$ cat config.mk
export PLATFORM = sky130hd
export DESIGN_NAME = approx_mult_err_monitor
export DESIGN_NICKNAME = d
export VERILOG_FILES = /design/src/rtl/approx_mult_err_monitor.sv
export SDC_FILE = /design/constraint.sdc
export NUM_CORES = 1
export LEC_CHECK = 0
export BUFFER_PORTS_ARGS = -buffer_cell sky130_fd_sc_hd__buf_2
export CORE_UTILIZATION = 59
export CTS_BUF_LIST = sky130_fd_sc_hd__clkbuf_4 sky130_fd_sc_hd__clkbuf_8
export DETAILED_ROUTE_END_ITERATION = 8
export GPL_TIMING_DRIVEN = 0
export PLACE_DENSITY = 0.83
export SLEW_MARGIN = 40
export SYNTH_ARGS = -nofsm -noshare
export SYNTH_HDL_FRONTEND = slang
export SYNTH_SLANG_ARGS = --single-unit
export TNS_END_PERCENT = 5
$ cat constraint.sdc
create_clock -name clk -period 7.87 [get_ports clk]
set_input_delay 0.787 -clock clk [delete_from_list [all_inputs] [get_ports clk]]
set_output_delay 0.787 -clock clk [all_outputs]
set_load 0.01 [all_outputs]
$ cat src/rtl/approx_mult_err_monitor.sv
// Sweeps all operand pairs into an external multiplier and accumulates error statistics.
// Optional overshoot counter enabled by defining ERR_MON_OVERSHOOT_EN.
module approx_mult_err_monitor #(
  parameter int unsigned W             = 4,
  parameter int unsigned SETTLE_CYCLES = 1
) (
  input  logic             clk,
  input  logic             rst_n,
  input  logic             start,
  output logic [W-1:0]     op_a,
  output logic [W-1:0]     op_b,
  input  logic [2*W-1:0]   approx_y,
  output logic             busy,
  output logic             done,
  output logic [2*W:0]     match_count,
  output logic [2*W:0]     err_count,
  output logic [4*W-1:0]   sum_ed,
  output logic [2*W-1:0]   max_ed,
  output logic [2*W:0]     over_count
);

  localparam int unsigned CW = (SETTLE_CYCLES < 2) ? 1 : $clog2(SETTLE_CYCLES + 1);
  localparam logic [CW-1:0]  SettleLast = CW'(SETTLE_CYCLES);
  localparam logic [W-1:0]   OpMax      = '1;
  localparam logic [2*W:0]   CntOne     = (2*W+1)'(1);

  typedef enum logic [1:0] {StIdle, StRun, StDone} state_e;

  state_e           state_q, state_d;
  logic [CW-1:0]    settle_q, settle_d;
  logic [W-1:0]     op_a_q, op_a_d, op_b_q, op_b_d;
  logic [2*W:0]     match_q, match_d, err_q, err_d;
  logic [4*W-1:0]   sum_q, sum_d;
  logic [2*W-1:0]   max_q, max_d;
  logic [2*W-1:0]   exact, ed;
  logic             clear, sample;

  assign exact  = {{W{1'b0}}, op_a_q} * {{W{1'b0}}, op_b_q};
  assign ed     = (approx_y >= exact) ? (approx_y - exact) : (exact - approx_y);
  assign clear  = (state_q != StRun) && start;
  assign sample = (state_q == StRun) && (settle_q == SettleLast);

  always_comb begin
    state_d  = state_q;
    settle_d = settle_q;
    op_a_d   = op_a_q;
    op_b_d   = op_b_q;
    match_d  = match_q;
    err_d    = err_q;
    sum_d    = sum_q;
    max_d    = max_q;
    unique case (state_q)
      StIdle, StDone: begin
        if (start) begin
          state_d  = StRun;
          settle_d = '0;
          op_a_d   = '0;
          op_b_d   = '0;
          match_d  = '0;
          err_d    = '0;
          sum_d    = '0;
          max_d    = '0;
        end
      end
      StRun: begin
        if (sample) begin
          settle_d = '0;
          if (ed == '0) match_d = match_q + CntOne;
          else          err_d   = err_q + CntOne;
          sum_d = sum_q + {{(2*W){1'b0}}, ed};
          if (ed > max_q) max_d = ed;
          // Final pair keeps its operands so the frozen state shows where the sweep ended.
          if ((op_a_q == OpMax) && (op_b_q == OpMax)) begin
            state_d = StDone;
          end else begin
            op_b_d = op_b_q + 1'b1;
            if (op_b_q == OpMax) op_a_d = op_a_q + 1'b1;
          end
        end else begin
          settle_d = settle_q + 1'b1;
        end
      end
      default: state_d = StIdle;
    endcase
  end

  always_ff @(posedge clk or negedge rst_n) begin
    if (!rst_n) begin
      state_q  <= StIdle;
      settle_q <= '0;
      op_a_q   <= '0;
      op_b_q   <= '0;
      match_q  <= '0;
      err_q    <= '0;
      sum_q    <= '0;
      max_q    <= '0;
    end else begin
      state_q  <= state_d;
      settle_q <= settle_d;
      op_a_q   <= op_a_d;
      op_b_q   <= op_b_d;
      match_q  <= match_d;
      err_q    <= err_d;
      sum_q    <= sum_d;
      max_q    <= max_d;
    end
  end

`ifdef ERR_MON_OVERSHOOT_EN
  logic [2*W:0] over_q, over_d;

  always_comb begin
    over_d = over_q;
    if (clear)                             over_d = '0;
    else if (sample && (approx_y > exact)) over_d = over_q + CntOne;
  end

  always_ff @(posedge clk or negedge rst_n) begin
    if (!rst_n) over_q <= '0;
    else        over_q <= over_d;
  end

  assign over_count = over_q;
`else
  assign over_count = '0;
`endif

  assign op_a        = op_a_q;
  assign op_b        = op_b_q;
  assign busy        = (state_q == StRun);
  assign done        = (state_q == StDone);
  assign match_count = match_q;
  assign err_count   = err_q;
  assign sum_ed      = sum_q;
  assign max_ed      = max_q;

endmodule

==> run metrics <==
Final Hold Vio Count 0; maximum clock frequency 150 MHz; sw frac 40.9%; Worst setup SP type flip-flop; Synth Register Bits 53; initial antenna violation count 0; Placed Instance Area 4930 sq um; clock buffer count from CTS 5; Logic pwr share 44.8%; Non-Filler Instances 691; # hold bufs at CTS 0; Final ANT Viol Nets 0; Clk pin slew, worst setup/hold paths 0.09 ns; clk_lat worst skew 0.30 ns; initial core utilization 61.2%; YS warnings 0; sequential area share after synthesis 29.7%; leak pwr 0.00255 uW; reg2reg path depth 24; Final Max Slew Viols 0; Die W 89.0 um; chip height 89.0 um; clk buf depth 2; Synth Cell Area 4460 sq um; dominant synthesized flop cell dfrtp_1; reg2reg end max_ed[4]; vias in the first global route 3808; worst hold slack 0.515 ns; Reg power frac 40.4%; Post-synth EDFFs 0; Crit path required time 8.05 ns; All-Layer GR Usage 28.0%; post_cts resized 0; # diodes 0; drt first pass iters 5; reg2reg start op_a[0]; Worst Tran Pin Value 0.715 ns; Fillers 602; post-synthesis instance total 514; crit path kind reg2reg; largest net degree at the start of global routing 54; Setup-failing EPs final 0; Hold WC Path Type in2async; final wirelength 10500 um; Peak VDD IR 0.139 mV; # Post-CTS Setup Buffers 0; max-cap violations 0; syn avg cell area 8.69 sq um; Synth-to-Final Area Change 12.5%; layout cells sized above 1 17.2%; setup_tns 0 ns; Die ar. 7920 sq um; DPL Wire Length 7940 um; std cell rows 31; status completed; Final Cycle Share 84.9%; switching pwr 449 uW; P_int 649 uW; number of port buffers 62; Avg WL per Cell 15.2 um; first-pass GRT wire length 17500 um; nets 658; H-tree Lvls 2; clock skew 0.00471 ns; asr flop ratio synth 100%; clock tree root buffer cell clkbuf_8; most frequent cells in the layout 62 x buf_2, 60 x nand2_1, 53 x dfrtp_1, 49 x ha_1, 40 x inv_1; relative slew slack 52.1%; Synth cell types 59; Vias/cell 5.81; Place WS 1.29 ns; Vias 4016; post-route cell area 5020 sq um; CTS tree yes; dpl cells 683; most common cell after layout, fill and taps aside buf_2; Register-to-Register Setup Slack 1.19 ns; placer's final routability congestion estimate 0.908; total grt overflow 0; post-route minimum period 6.68 ns; Core Region 7290 sq um; FF/Latch Area 1330 sq um; CP endpoint kind flip-flop; power density over the cells 219 nW/um^2; CTS sink cnt 53; Top Ports 72; WP data arrival 6.86 ns; CP Max Fanout 10; drt initial violations 226; Worst Setup Slack, final 1.19 ns; RSZ-0062 raised after global routing no; Remaining DRCs 0; multi-input logic area 2860 sq um; clock share of power 14.8%
[power groups by stage]
stage / Sequential, uW / Clock (uW) / Combinational (uW)
after global placement: 439 / 0 / 467
after global routing: 455 / 173 / 566
after floorplan: 466 / 0 / 302
after CTS: 440 / 164 / 493
final: 444 / 162 / 493
after detailed placement: 446 / 0 / 490
[critical path: stages (launching register included)]
cell      delay, ns
dfrtp_1        0.51
nand2_1        0.13
fa_1           0.54
inv_1          0.05
fa_1           0.51
ha_1           0.31
a21o_1         0.17
a21oi_1        0.21
o21bai_1       0.08
a21oi_1        0.17
xor2_1         0.19
ha_1           0.29
a21oi_1        0.28
o21a_1         0.35
nand2_1        0.12
a211oi_1       0.61
ha_1           0.38
a21o_1         0.16
a21o_1         0.17
a21oi_1        0.14
o21ai_0        0.10
o21a_1         0.11
o21ai_1        0.42
clkbuf_1       0.40
o21ai_0        0.16
[logic make-up after synthesis]
logic type,share of synthesized area (%)
compound gates,17.5
xor+xnor,4.51
fa+ha+maj,16.9
buf+inv,6.95
flops,29.7
mux,1.46
other cells,0.0840
simple gates,23.0
[sequential cells by signal, indices dropped and copies added (netlist names)]
signal       flops
op_a             4
sum_ed          16
op_b             4
state_q          2
settle_q         1
max_ed           8
match_count      9
err_count        9
[Yosys cell counts (2+ instances only)]
library cell,instances,area share [%]
nand2_1,60,5.0
dfrtp_1,53,30
ha_1,49,14
inv_1,40,3.4
nand3_1,33,3.7
o21ai_0,28,3.1
nor2_1,20,1.7
a21oi_1,19,2.1
and2_1,16,2.2
xor2_1,13,2.6
a21o_1,11,1.8
clkbuf_1,11,0.92
buf_4,10,1.7
xnor2_1,10,2.0
nor3_1,9,1.0
a211oi_1,8,1.3
nand2b_1,8,1.1
nand4_1,8,1.1
o31ai_1,8,1.3
fa_1,7,3.1
o21a_1,7,1.2
or3_1,7,0.98
and3_1,6,0.84
and4_1,5,0.98
mux2i_1,5,1.1
nor2b_1,5,0.70
o211ai_1,5,0.84
a31oi_1,4,0.56
or4_1,4,0.67
a211o_1,3,0.59
buf_6,3,0.76
nor4_1,3,0.42
o21bai_1,3,0.50
o311ai_1,3,0.59
a22o_1,2,0.39
and4_4,2,0.50
nor3b_1,2,0.34
o311ai_0,2,0.39
or2_2,2,0.28
[cell type report]
class	instances	area share [%]
flip-flops and latches	53	26.4
inverters	40	2.99
multi-input cells	403	56.9
plain buffers	26	3.19
repair buffers	62	6.23
clock buffers	8	1.82
well taps	99	2.47
[worst max-delay path by stage]
stage | from | end | slack [ns]
detailed placement | op_a[0] | max_ed[4] | 1.29
floorplan | op_a[0] | max_ed[2] | 2.16
global placement | op_a[0] | max_ed[2] | 1.46
global route | op_a[0] | max_ed[1] | 0.69
finish | op_a[0] | max_ed[4] | 1.19
CTS | op_a[0] | max_ed[4] | 1.26
[layer usage]
layer	up-vias	share of wire, %	wire [um]	global-route usage (%)
li1	1963	-	-	-
met1	1902	46	4860	40.0
met2	134	47	4900	45.0
met3	17	5.9	625	4.25
met4	0	1.3	140	6.78
met5	-	0	0	0
[through the flow]
step | power, uW | utilization, %
2_1_floorplan | 768 | -
3_3_place_gp | 906 | 67.6
3_5_place_dp | 936 | 67.6
4_1_cts | 1100 | 68.9
5_1_grt | 1190 | 68.9
6_report | 1100 | 68.9
No activity file was read; power rests on OpenSTA's default activity.
